**src/rtl/tmds_decoder.sv**
```systemverilog
// tmds_decoder: receive-side TMDS channel decoder for one data channel.
// Takes unaligned 10-bit words from a 1:10 deserializer, finds word alignment
// with a bitslip search on control tokens, and decodes aligned words into
// pixel data, control bits and data enable.
//
// Ports:
//   clkPixel    pixel clock, one 10-bit word per cycle
//   nreset      asynchronous active-low reset
//   rawWord     unaligned deserializer word, bit 0 earliest
//   dataOut     decoded pixel byte (valid while de=1)
//   c0, c1      decoded control bits
//   de          data enable
//   locked      word alignment achieved
//   slipPos     current bit offset 0..9
//   terc4       decoded TERC4 nibble
//   terc4Valid  TERC4 code matched
//
// Build option: define TMDS_DEC_TERC4_EN to enable TERC4 code matching;
// without it terc4/terc4Valid are tied to zero.
module tmds_decoder #(
    parameter int unsigned SEARCH_BITS = 12,
    parameter int unsigned LOCK_COUNT  = 32
) (
    input  logic       clkPixel,
    input  logic       nreset,
    input  logic [9:0] rawWord,
    output logic [7:0] dataOut,
    output logic       c0,
    output logic       c1,
    output logic       de,
    output logic       locked,
    output logic [3:0] slipPos,
    output logic [3:0] terc4,
    output logic       terc4Valid
);

    localparam int unsigned WORD_W   = 10;
    localparam int unsigned DATA_W   = 8;
    localparam int unsigned CNT_W    = 8;
    localparam int unsigned SLIP_W   = 4;
    localparam int unsigned SETTLE_W = 2;

    localparam logic [CNT_W-1:0]    LOCK_TARGET  = CNT_W'(LOCK_COUNT);
    localparam logic [SLIP_W-1:0]   SLIP_LAST    = SLIP_W'(9);
    localparam logic [SETTLE_W-1:0] SETTLE_WORDS = SETTLE_W'(2);

    typedef enum logic [1:0] {
        ST_SEARCH = 2'd0,
        ST_VERIFY = 2'd1,
        ST_LOCKED = 2'd2
    } state_t;

    state_t                 state_q;
    state_t                 state_d;
    logic [WORD_W-1:0]      raw_prev_q;
    logic [WORD_W-1:0]      stage1_q;
    logic [2*WORD_W-1:0]    window_c;
    logic [WORD_W-1:0]      aligned_c;
    logic [SEARCH_BITS-1:0] timer_q;
    logic [SEARCH_BITS-1:0] timer_d;
    logic [CNT_W-1:0]       tok_cnt_q;
    logic [CNT_W-1:0]       tok_cnt_d;
    logic [SETTLE_W-1:0]    settle_q;
    logic [SETTLE_W-1:0]    settle_d;
    logic [SLIP_W-1:0]      slip_d;
    logic                   slip_step_c;
    logic                   is_token_c;
    logic [1:0]             token_val_c;
    logic [DATA_W-1:0]      data_c;
    logic [DATA_W-1:0]      q_c;

    // Stage 1: select the aligned word out of the previous+current raw words
    assign window_c  = {rawWord, raw_prev_q};
    assign aligned_c = WORD_W'(window_c >> slipPos);

    always_ff @(posedge clkPixel or negedge nreset) begin
        if (!nreset) begin
            raw_prev_q <= '0;
            stage1_q   <= '0;
        end else begin
            raw_prev_q <= rawWord;
            stage1_q   <= aligned_c;
        end
    end

    // Control token detection on the aligned word
    always_comb begin
        is_token_c  = 1'b1;
        token_val_c = 2'b00;
        case (stage1_q)
            10'b1101010100: token_val_c = 2'b00;
            10'b0010101011: token_val_c = 2'b01;
            10'b0101010100: token_val_c = 2'b10;
            10'b1010101011: token_val_c = 2'b11;
            default:        is_token_c  = 1'b0;
        endcase
    end

    // TMDS data decode: undo optional inversion, then XOR/XNOR chain
    always_comb begin
        q_c       = stage1_q[9] ? ~stage1_q[7:0] : stage1_q[7:0];
        data_c    = '0;
        data_c[0] = q_c[0];
        for (int i = 1; i < int'(DATA_W); i++) begin
            data_c[i] = stage1_q[8] ? (q_c[i] ^ q_c[i-1]) : ~(q_c[i] ^ q_c[i-1]);
        end
    end

    // Alignment FSM state registers
    always_ff @(posedge clkPixel or negedge nreset) begin
        if (!nreset) begin
            state_q   <= ST_SEARCH;
            timer_q   <= '0;
            tok_cnt_q <= '0;
            settle_q  <= '0;
            slipPos   <= '0;
            locked    <= 1'b0;
        end else begin
            state_q   <= state_d;
            timer_q   <= timer_d;
            tok_cnt_q <= tok_cnt_d;
            settle_q  <= settle_d;
            slipPos   <= slip_d;
            locked    <= (state_d == ST_LOCKED);
        end
    end

    // Alignment FSM next state; settle words after a slip are skipped entirely
    always_comb begin
        state_d     = state_q;
        timer_d     = timer_q;
        tok_cnt_d   = tok_cnt_q;
        settle_d    = settle_q;
        slip_d      = slipPos;
        slip_step_c = 1'b0;

        if (settle_q != '0) begin
            settle_d = settle_q - SETTLE_W'(1);
        end else begin
            case (state_q)
                ST_SEARCH: begin
                    // a token beats a simultaneous timer wrap
                    if (is_token_c) begin
                        tok_cnt_d = CNT_W'(1);
                        timer_d   = '0;
                        state_d   = (LOCK_TARGET <= CNT_W'(1)) ? ST_LOCKED : ST_VERIFY;
                    end else begin
                        timer_d = timer_q + SEARCH_BITS'(1);
                        if (timer_q == '1) begin
                            slip_step_c = 1'b1;
                        end
                    end
                end
                ST_VERIFY: begin
                    if (is_token_c) begin
                        if (tok_cnt_q >= LOCK_TARGET - CNT_W'(1)) begin
                            tok_cnt_d = LOCK_TARGET;
                            state_d   = ST_LOCKED;
                        end else begin
                            tok_cnt_d = tok_cnt_q + CNT_W'(1);
                        end
                    end else begin
                        state_d   = ST_SEARCH;
                        timer_d   = '0;
                        tok_cnt_d = '0;
                    end
                end
                ST_LOCKED: begin
                    if (is_token_c) begin
                        timer_d = '0;
                    end else begin
                        timer_d = timer_q + SEARCH_BITS'(1);
                        if (timer_q == '1) begin
                            state_d     = ST_SEARCH;
                            tok_cnt_d   = '0;
                            slip_step_c = 1'b1;
                        end
                    end
                end
                default: begin
                    state_d   = ST_SEARCH;
                    timer_d   = '0;
                    tok_cnt_d = '0;
                end
            endcase
        end

        if (slip_step_c) begin
            slip_d   = (slipPos == SLIP_LAST) ? '0 : slipPos + SLIP_W'(1);
            settle_d = SETTLE_WORDS;
        end
    end

    // Stage 2: decoded outputs follow the lock state being entered this edge
    always_ff @(posedge clkPixel or negedge nreset) begin
        if (!nreset) begin
            dataOut <= '0;
            c0      <= 1'b0;
            c1      <= 1'b0;
            de      <= 1'b0;
        end else if (state_d == ST_LOCKED) begin
            if (is_token_c) begin
                de <= 1'b0;
                c0 <= token_val_c[0];
                c1 <= token_val_c[1];
            end else begin
                de      <= 1'b1;
                dataOut <= data_c;
            end
        end else begin
            dataOut <= '0;
            c0      <= 1'b0;
            c1      <= 1'b0;
            de      <= 1'b0;
        end
    end

`ifdef TMDS_DEC_TERC4_EN
    logic       terc4_hit_c;
    logic [3:0] terc4_val_c;

    // TERC4 code match, flag only; independent of lock and data path
    always_comb begin
        terc4_hit_c = 1'b1;
        terc4_val_c = 4'd0;
        case (stage1_q)
            10'b1010011100: terc4_val_c = 4'd0;
            10'b1001100011: terc4_val_c = 4'd1;
            10'b1011100100: terc4_val_c = 4'd2;
            10'b1011100010: terc4_val_c = 4'd3;
            10'b0101110001: terc4_val_c = 4'd4;
            10'b0100011110: terc4_val_c = 4'd5;
            10'b0110001110: terc4_val_c = 4'd6;
            10'b0100111100: terc4_val_c = 4'd7;
            10'b1011001100: terc4_val_c = 4'd8;
            10'b0100111001: terc4_val_c = 4'd9;
            10'b0110011100: terc4_val_c = 4'd10;
            10'b1011000110: terc4_val_c = 4'd11;
            10'b1010001110: terc4_val_c = 4'd12;
            10'b1001110001: terc4_val_c = 4'd13;
            10'b0101100011: terc4_val_c = 4'd14;
            10'b1011000011: terc4_val_c = 4'd15;
            default:        terc4_hit_c = 1'b0;
        endcase
    end

    always_ff @(posedge clkPixel or negedge nreset) begin
        if (!nreset) begin
            terc4      <= '0;
            terc4Valid <= 1'b0;
        end else begin
            terc4      <= terc4_hit_c ? terc4_val_c : 4'd0;
            terc4Valid <= terc4_hit_c;
        end
    end
`else
    assign terc4      = 4'd0;
    assign terc4Valid = 1'b0;
`endif

endmodule

```
**config.mk**
```make
export PLATFORM = sky130hd
export DESIGN_NAME = tmds_decoder
export DESIGN_NICKNAME = d
export VERILOG_FILES = /design/src/rtl/tmds_decoder.sv
export SDC_FILE = /design/constraint.sdc
export NUM_CORES = 1
export LEC_CHECK = 0
export ABC_AREA = 1
export CORE_UTILIZATION = 55
export DETAILED_ROUTE_END_ITERATION = 8
export MAX_ROUTING_LAYER = met4
export PLACE_DENSITY = 0.77
export SETUP_SLACK_MARGIN = 0.1
export SYNTH_ARGS = -nofsm -noshare
export SYNTH_HDL_FRONTEND = slang
export SYNTH_SLANG_ARGS = --single-unit
```
**constraint.sdc**
```tcl
create_clock -name clkPixel -period 4.75 [get_ports clkPixel]
set_input_delay 0.7125 -clock clkPixel [delete_from_list [all_inputs] [get_ports clkPixel]]
set_output_delay 0.7125 -clock clkPixel [all_outputs]
set_load 0.005 [all_outputs]
```
[Word level (Yosys, flattened, before mapping)]
Index checks and enable logic that the tools add are counted.
Operators by class
  add/subtract/negate cells: 4
  order comparisons: 1
  equality and inequality tests: 15
  shifts and indexed selects: 1
  multiplexer cells: 41
  bitwise logic cells: 16
  reduce and logical (&&, ||, !) cells: 7
Operators by type and width (count)
  two-way mux 8 bit: 8
  two-way mux 12 bit: 2
  case mux 12 bit (2 select lines): 1
  case mux 8 bit (3 select lines): 1
  equality test 10 bit, second input constant: 2
  >> shifter 20 x 4 -> 10 bit: 1
  two-way mux 1 bit: 18
  two-way mux 2 bit: 8
  adder 12 x 1 -> 12 bit, second input constant: 1
  equality test 12 bit, second input constant: 1
  != test 2 bit, second input constant: 6
  case mux 2 bit (3 select lines): 2
  equality test 10 x 8 -> 1 bit, second input constant: 1
  equality test 10 x 9 -> 1 bit, second input constant: 1
  adder 8 x 1 -> 8 bit, second input constant: 1
  greater-or-equal comparator 8 x 5 -> 1 bit, second input constant: 1
  NOT 1 bit: 8
  NOT 8 bit: 1
  XOR 1 bit: 7
  adder 4 x 1 -> 4 bit, second input constant: 1
  equality test 2 bit, second input constant: 2
  equality test 4 bit, second input constant: 1
  two-way mux 4 bit: 1
  AND reduction 4 bit: 1
  other kinds (7): 8
Word-level totals
  register bits after elaboration: 60
  bits of input ports: 12
  output and inout port bits: 21
  word-level logic and storage cells: 97

[Logic depth before layout (Yosys ltp)]
Gate-level depths: netlist of run 1.
  depth after elaboration: 8
  mapped depth: 13
  gate-level depth less buffers: 12

[Worst setup path after synthesis of run 1]
Ideal clock, no wire load.
  path kind: reg2reg
  from: register timer_q[0]
  to: register slipPos[2]
  library setup time: 0.126 ns
  arrival: 1.531 ns
  required time: 4.624 ns
  path slack: 3.093 ns
  cell stages (with the launch flop): 9
  path buffers: 0
  period minus slack after synthesis: 1.657 ns
  path through: dfrtp_1 ha_1 nand3_1 nor2_2 nand4_2 or2_1 nor2_2 nand2_1 xor2_1
On the way
  longest elaborated chain between the ends: 5
Ends and longest elaborated chain
  from (decl): line 59  | logic [SEARCH_BITS-1:0] timer_q;
  from (signal assigned): line 120  | timer_q <= timer_d;
  equality test 12 bit: line 149, 173
  two-way mux 1 bit: line 149, 173
  two-way mux 1 bit: line 169  | if (is_token_c) begin
  two-way mux 1 bit
  two-way mux 1 bit: line 137  | if (settle_q != '0) begin
  to (signal assigned): line 123  | slipPos <= slip_d;
  to (decl): line 32  | output logic [3:0] slipPos,
Every way passes these cells.
A chain may end at the register's enable or synchronous reset.

[Final worst setup path of run 1]
  from: register slipPos[0]
  to: output slipPos[0]
No word-level cell between the ends.

==> impl_metrics.tcl, run 1 <==
set metrics [dict create \
    synth_top_family_by_area "simple AND/OR/NAND/NOR gates" \
    grt_antenna_before_repair 0 \
    globalRouteOverflowTotal 0 \
    htree_levels 3 \
    power.share.switching 0.283 \
    fill_cell_instance_count_of_the_final_layout 548 \
    clock_tree.buffer_depth 2 \
    setup_viol 0 \
    layout-drive-gt1-share 0.0915 \
    dp.final_hpwl_um 5090 \
    groute.usage.overall 0.237 \
    seqPwrFrac 0.511 \
    route.detailed.wl_per_inst_um 12.8 \
    critical_path.slowest_cell "sky130_fd_sc_hd__dfrtp_1" \
    post_cts_resized 0 \
    vias_in_the_first_global_route 2642 \
    critical_path.cell_chain "clkdlybuf4s50_1" \
    gp_congestion 0.925 \
    cp_data_required_time_ns 4.04 \
    netSwitchingPower_w 0.000329 \
    synth_compound_area_frac 0.128 \
    final_skew_ns 0.00713 \
    core_area_sq_um 6310 \
    grt_pass1_wl_um 11800 \
    drtAntennaViolNets 0 \
    synth_async_sr_flop_share 1.00 \
    status "finished, final reports clean" \
    power.static_leakage_nw 1.96 \
    place_inst 542 \
    synth-seq-cells 60 \
    clkSlewWorstSetupHoldPaths_ns 0.06 \
    share_clk_of_total_power 0.337 \
    antenna_cells_inserted 0 \
    setup.worst_path.end_class "output port" \
    floorplan.die_area_sq_um 6850 \
    numCtsBuffers 9 \
    timing.critical_path.max_delay_family "flip-flops" \
    worstPathArrival_ns 1.80 \
    drv.max_cap_violation_count 0 \
    drt_pre_antenna_iters 5 \
    final.period_utilization 0.529 \
    cts_hold_buffers 0 \
    slew_headroom 0.470 \
    row_count 29 \
    fin_util 0.633 \
    grt_max_degree 61 \
    final_net_count 491 \
    postCtsSetupBuffers 0 \
    count_of_buffers_inserted_at_the_top_level_ports 27 \
    clkLatencyLatePin_ns 0.34 \
    initial_core_util 0.568 \
    yosysSeqAreaShare 0.419 \
    multi_input_comb_area_sq_um 1770 \
    power.density_nw_per_um2 292 \
    r2r_setup_slack_ns 2.39 \
    register_area_sq_um 1500 \
    syn_area_per_cell_sq_um 7.88 \
    synth-main-ff-cell "sky130_fd_sc_hd__dfrtp_1" \
    ff2ff_path_depth 7 \
    vias 3043 \
    dp_worst_setup_slack_ns 2.41 \
    overall_die_height_um 82.7 \
    tritoncts_clock_tree "done" \
    drt-total-wl_um 7140 \
    synthMuxAreaShare 0.0112 \
    cellInternalPower_w 0.000836 \
    post_synth_xor_area_fraction 0.0391 \
    post_synth_instance_area_sq_um 3590 \
    critPathKind "flop to output port" \
    fmax_mhz 398 \
    synthesized_netlist_cell_count 455 \
    final_critical_path_setup_slack_ns 2.24 \
    timing.critical_path.depth 1 \
    layout.cells.non_filler 558 \
    timing.final.max_slew_violations 0 \
    grt_setup_unrepaired "no" \
    post_synth_fa_ha_maj_area_fraction 0.0105 \
    vias_per_cell 5.45 \
    min_path_type "flop to flop" \
    drt-initial-drc-count 143 \
    drc_violations 0 \
    critPathLaunchType "flop" \
    min_path_cells 1 \
    tritoncts_num_sinks 60 \
    synth-edff-count 0 \
    timing_worst_slew_pin_value_ns 0.791 \
    totalNegativeSetupSlack_ns 0 \
    netlist-cell-type-count 45 \
    ir_worst_vdd_mv 0.190 \
    combPwrFrac 0.152 \
    synth_simple_gate_area_share 0.300 \
    critPathMaxFanout 24 \
    cts_root_buf "sky130_fd_sc_hd__clkbuf_8" \
    area_delta_synth_final_pct 11.5 \
    io_pins 33 \
    period_needed_ns 2.51 \
    die-width_um 82.7 \
    final_hold_viol_count 0 \
    total_buffers_and_inverters_traversed_by_the_critical_path 1 \
    critPathMaxStageDelay_ns 0.82 \
    synth-warning-count 0 \
]
## placed cells by master, fill, tap and decap left out, drive strengths merged
master / instances
nand2: 116
dfrtp: 60
inv: 49
nor2: 40
o21ai: 30
nand3: 29
nand4: 28
clkdlybuf4s50: 26
a21oi: 19
xor2: 16
clkbuf: 14
nor3: 9
o22ai: 5
conb: 5
clkinv: 5
mux2i: 4
o211ai: 4
o221ai: 4
ha: 3
or2: 3
a211o: 2
buf: 2
a22oi: 1
a221oi: 1
a32o: 1
o21bai: 1
and2: 1
a21boi: 1
o21a: 1
a31oi: 1
## power groups by stage
| stage | combinational [W] | clock (W) | sequential [W] |
|---|---|---|---|
| 6_report | 0.000177 | 0.000393 | 0.000596 |
| 5_1_grt | 0.000207 | 0.000430 | 0.000602 |
| 4_1_cts | 0.000178 | 0.000405 | 0.000595 |
| 3_5_place_dp | 0.000179 | 0 | 0.000603 |
| 3_3_place_gp | 0.000173 | 0 | 0.000603 |
| 2_1_floorplan | 0.000141 | 0 | 0.000593 |
## routing by layer
layer / vias up / track usage / wire length [um]
li1: 1549 / - / -
met1: 1416 / 0.306 / 3470
met2: 67 / 0.355 / 3250
met4: 0 / 0.0845 / 112
met3: 11 / 0.0681 / 297
met5: - / - / 0
## cell families (layout without fill, tap and decap cells)
logic type / Yosys count / in the layout
flip-flops: 60 / 60
XOR/XNOR: 16 / 16
multiplexers: 4 / 4
AO/OA/AOI/OAI: 71 / 71
adder cells (fa/ha/maj): 3 / 3
other: 1 / 5
AND/OR/NAND/NOR: 226 / 226
buffers and inverters: 74 / 96
## worst paths after layout
check | from | end
max reg2reg | stage1_q[8] | dataOut[5]
min in group asynchronous | nreset | tok_cnt_q[7]
max in group asynchronous | nreset | raw_prev_q[9]
min reg2reg | settle_q[0] | settle_q[0]
min | settle_q[0] | settle_q[0]
max | slipPos[0] | slipPos[0]
## area by class of cell
cell class / count / area share
tap: 77 / 0.0241
clock buffer: 14 / 0.0382
multi-input combinational: 325 / 0.443
sequential: 60 / 0.376
clock inverter: 2 / 0.00250
timing repair buffer: 28 / 0.0682
inverter: 52 / 0.0488
## Yosys cell counts, types with 2 or more instances
| cell | instances | share of area |
|---|---|---|
| sky130_fd_sc_hd__inv_2 | 2 | 0.0021 |
| sky130_fd_sc_hd__buf_4 | 7 | 0.015 |
| sky130_fd_sc_hd__mux2i_1 | 4 | 0.011 |
| sky130_fd_sc_hd__a211o_1 | 2 | 0.0049 |
| sky130_fd_sc_hd__o22ai_1 | 5 | 0.0087 |
| sky130_fd_sc_hd__o211ai_1 | 4 | 0.0084 |
| sky130_fd_sc_hd__o221ai_1 | 4 | 0.0098 |
| sky130_fd_sc_hd__nand4_1 | 27 | 0.047 |
| sky130_fd_sc_hd__nand2_4 | 3 | 0.0094 |
| sky130_fd_sc_hd__o21ai_1 | 5 | 0.0070 |
| sky130_fd_sc_hd__nor2_1 | 30 | 0.031 |
| sky130_fd_sc_hd__or2_1 | 2 | 0.0035 |
| sky130_fd_sc_hd__a21oi_2 | 5 | 0.012 |
| sky130_fd_sc_hd__ha_1 | 3 | 0.010 |
| sky130_fd_sc_hd__buf_2 | 3 | 0.0042 |
| sky130_fd_sc_hd__buf_6 | 3 | 0.0094 |
| sky130_fd_sc_hd__inv_1 | 47 | 0.049 |
| sky130_fd_sc_hd__a21oi_1 | 13 | 0.018 |
| sky130_fd_sc_hd__nand2_1 | 112 | 0.12 |
| sky130_fd_sc_hd__nor2_4 | 2 | 0.0063 |
| sky130_fd_sc_hd__dfrtp_1 | 60 | 0.42 |
| sky130_fd_sc_hd__nand3_2 | 3 | 0.0084 |
| sky130_fd_sc_hd__xor2_1 | 16 | 0.039 |
| sky130_fd_sc_hd__clkinv_1 | 3 | 0.0031 |
| sky130_fd_sc_hd__nor3_1 | 8 | 0.011 |
| sky130_fd_sc_hd__nor2_2 | 8 | 0.014 |
| sky130_fd_sc_hd__nand3_1 | 25 | 0.035 |
| sky130_fd_sc_hd__clkbuf_1 | 8 | 0.0084 |
| sky130_fd_sc_hd__o21ai_0 | 25 | 0.035 |
## registers in the layout, indices dropped and copies added, names as in the netlist, 2 cells and up
signal and cells:
dataOut 8, raw_prev_q 10, settle_q 2, slipPos 4, stage1_q 10, state_q 2, timer_q 12, tok_cnt_q 8
## metrics by stage
stage / total power [W] / area, sq um / hold slack (ns)
after floorplan: 0.000734 / 3600 / 0.417
after global placement: 0.000775 / 3830 / 0.460
after detailed placement: 0.000782 / 3830 / 0.483
after CTS: 0.00118 / 4000 / 0.490
after global routing: 0.00124 / 4000 / 0.529
final: 0.00117 / 4000 / 0.493
Power figures use the tool's default switching activity.
==> inputs of run 2 (changes only) <==
==> constraint.sdc (replaced) <==
create_clock -name clkPixel -period 2.5 [get_ports clkPixel]
set_input_delay 0.375 -clock clkPixel [delete_from_list [all_inputs] [get_ports clkPixel]]
set_output_delay 0.375 -clock clkPixel [all_outputs]
set_load 0.005 [all_outputs]
==> run 2 against run 1 <==
- via count up 0.92%
- utilization up 1.6 points
- die area unchanged
- register-to-register slack worse by 1.8 ns
- largest power group unchanged
- first-iteration DRC count up 53%
- non-clock buffer count up 3
- flip-flop and latch count unchanged
- wire length up 3.3%
- cell count up 0.54%
==> impl_metrics.tcl, run 2 (synthesized netlist as in run 1, its figures left out) <==
set metrics [dict create \
    route.detailed.wl_per_inst_um 13.1 \
    groute.usage.overall 0.252 \
    htree_levels 3 \
    final_net_count 494 \
    cts_root_buf "sky130_fd_sc_hd__clkbuf_8" \
    status "finished, final reports clean" \
    worstPathArrival_ns 2.21 \
    period_needed_ns 1.95 \
    setup.worst_path.end_class "flop" \
    most_common_library_cell_in_the_layout_ignoring_fill_and_taps "sky130_fd_sc_hd__nand2_1" \
    gp_congestion 0.921 \
    min_path_type "input port to async pin" \
    antenna_cells_inserted 0 \
    timing.final.max_slew_violations 0 \
    cellInternalPower_w 0.00187 \
    final_skew_ns 0.00604 \
    die-width_um 82.7 \
    core_area_sq_um 6310 \
    tritoncts_clock_tree "done" \
    ff2ff_path_depth 6 \
    combPwrFrac 0.138 \
    drv.max_cap_violation_count 0 \
    postCtsSetupBuffers 0 \
    count_of_buffers_inserted_at_the_top_level_ports 27 \
    reg_top3 "timer_q: 12 flops, raw_prev_q: 10 flops, stage1_q: 10 flops" \
    top_register "timer_q" \
    power.density_nw_per_um2 611 \
    flip_flop_count_of_the_largest_register_all_copies_and_words_added 12 \
    power.static_leakage_nw 2.01 \
    clkLatencyLatePin_ns 0.34 \
    setup_viol 0 \
    clkSlewWorstSetupHoldPaths_ns 0.07 \
    dp.final_hpwl_um 5260 \
    seqPwrFrac 0.451 \
    vias 3071 \
    io_pins 33 \
    timing_worst_slew_pin_value_ns 0.544 \
    critPathMaxFanout 18 \
    share_clk_of_total_power 0.410 \
    layout.cells.non_filler 561 \
    mostFrequentLayoutCells "112 x sky130_fd_sc_hd__nand2_1, 60 x sky130_fd_sc_hd__dfrtp_1, 47 x sky130_fd_sc_hd__inv_1" \
    critPathKind "flop to flop" \
    drt-total-wl_um 7370 \
    grt_setup_unrepaired "no" \
    area_delta_synth_final_pct 14.4 \
    floorplan.die_area_sq_um 6850 \
    fmax_mhz 514 \
    totalNegativeSetupSlack_ns 0 \
    row_count 29 \
    ir_worst_vdd_mv 0.408 \
    cts_hold_buffers 0 \
    vias_in_the_first_global_route 2891 \
    r2r_setup_slack_ns 0.55 \
    minimum_hold_slack_ns 0.0252 \
    place_inst 545 \
    vias_per_cell 5.47 \
    power.share.switching 0.256 \
    slew_headroom 0.637 \
    final_hold_viol_count 0 \
    clock_tree.buffer_depth 2 \
    reg2reg_from "settle_q[0]" \
    drt-initial-drc-count 219 \
    layout-drive-gt1-share 0.101 \
    globalRouteOverflowTotal 0 \
    tritoncts_num_sinks 60 \
    timing.rr.end "c1" \
    post_cts_resized 0 \
    grt_antenna_before_repair 0 \
    drt_pre_antenna_iters 5 \
    drtAntennaViolNets 0 \
    grt_max_degree 61 \
    critPathLaunchType "flop" \
    drc_violations 0 \
    netSwitchingPower_w 0.000641 \
    initial_core_util 0.568 \
    final.period_utilization 0.779 \
    numCtsBuffers 9 \
    overall_die_height_um 82.7 \
    grt_pass1_wl_um 12700 \
    cp_data_required_time_ns 2.76 \
]
## run 2: cell types whose count changed in the layout (fill, tap and decap cells not counted), sizes merged
cell    delta
bufinv     +3
buf        +3
clkbuf     -3
## run 2: worst max path at each step
stage                start         end  slack, ns  cells past startpoint
3_5_place_dp   settle_q[0]          c1       0.60                      6
5_1_grt        settle_q[0]          c1       0.40                      6
2_1_floorplan   timer_q[0]  slipPos[2]       0.84                      8
3_3_place_gp    timer_q[1]  slipPos[2]       0.71                      8
6_report       settle_q[0]          c1       0.55                      6
4_1_cts        settle_q[0]          c1       0.55                      6
## run 2: worst max-delay path, stage by stage (launching register included)
cell and delay, ns:
sky130_fd_sc_hd__dfrtp_1 0.39, sky130_fd_sc_hd__inv_1 0.06, sky130_fd_sc_hd__ha_1 0.38, sky130_fd_sc_hd__inv_1 0.22, sky130_fd_sc_hd__a22oi_4 0.47, sky130_fd_sc_hd__nand2_1 0.19, sky130_fd_sc_hd__nor2_1 0.16
## run 2: cell type report
type,count,area (sq um)
clock buffer,11,131
clock inverter,5,100
fill,551,2210
inverter,52,195
multi-input combinational,325,1770
sequential,60,1500
tap,77,96.3
timing repair buffer,31,308
## run 2: per-layer routing
metal,vias up,part of all wire,wire [um],GRT usage
li1,1551,-,-,-
met1,1442,0.47,3490,0.319
met2,66,0.48,3520,0.399
met3,12,0.034,247,0.0451
met4,0,0.015,113,0.102
met5,-,0,0,-
## run 2: per-stage QoR
step	area [sq um]	worst slack, ns	total power, W	util
2_1_floorplan	3600	0.843	0.00140	-
3_3_place_gp	3870	0.711	0.00148	0.613
3_5_place_dp	3870	0.599	0.00149	0.613
4_1_cts	4100	0.550	0.00252	0.650
5_1_grt	4100	0.401	0.00263	0.650
6_report	4100	0.553	0.00251	0.650
## run 2: power groups by stage
stage                     clock, W  combinational (W)  sequential [W]
after floorplan                  0           0.000269         0.00113
after global placement           0           0.000338         0.00114
after detailed placement         0           0.000346         0.00115
after CTS                  0.00104           0.000349         0.00113
after global routing       0.00109           0.000402         0.00114
final                      0.00103           0.000347         0.00113
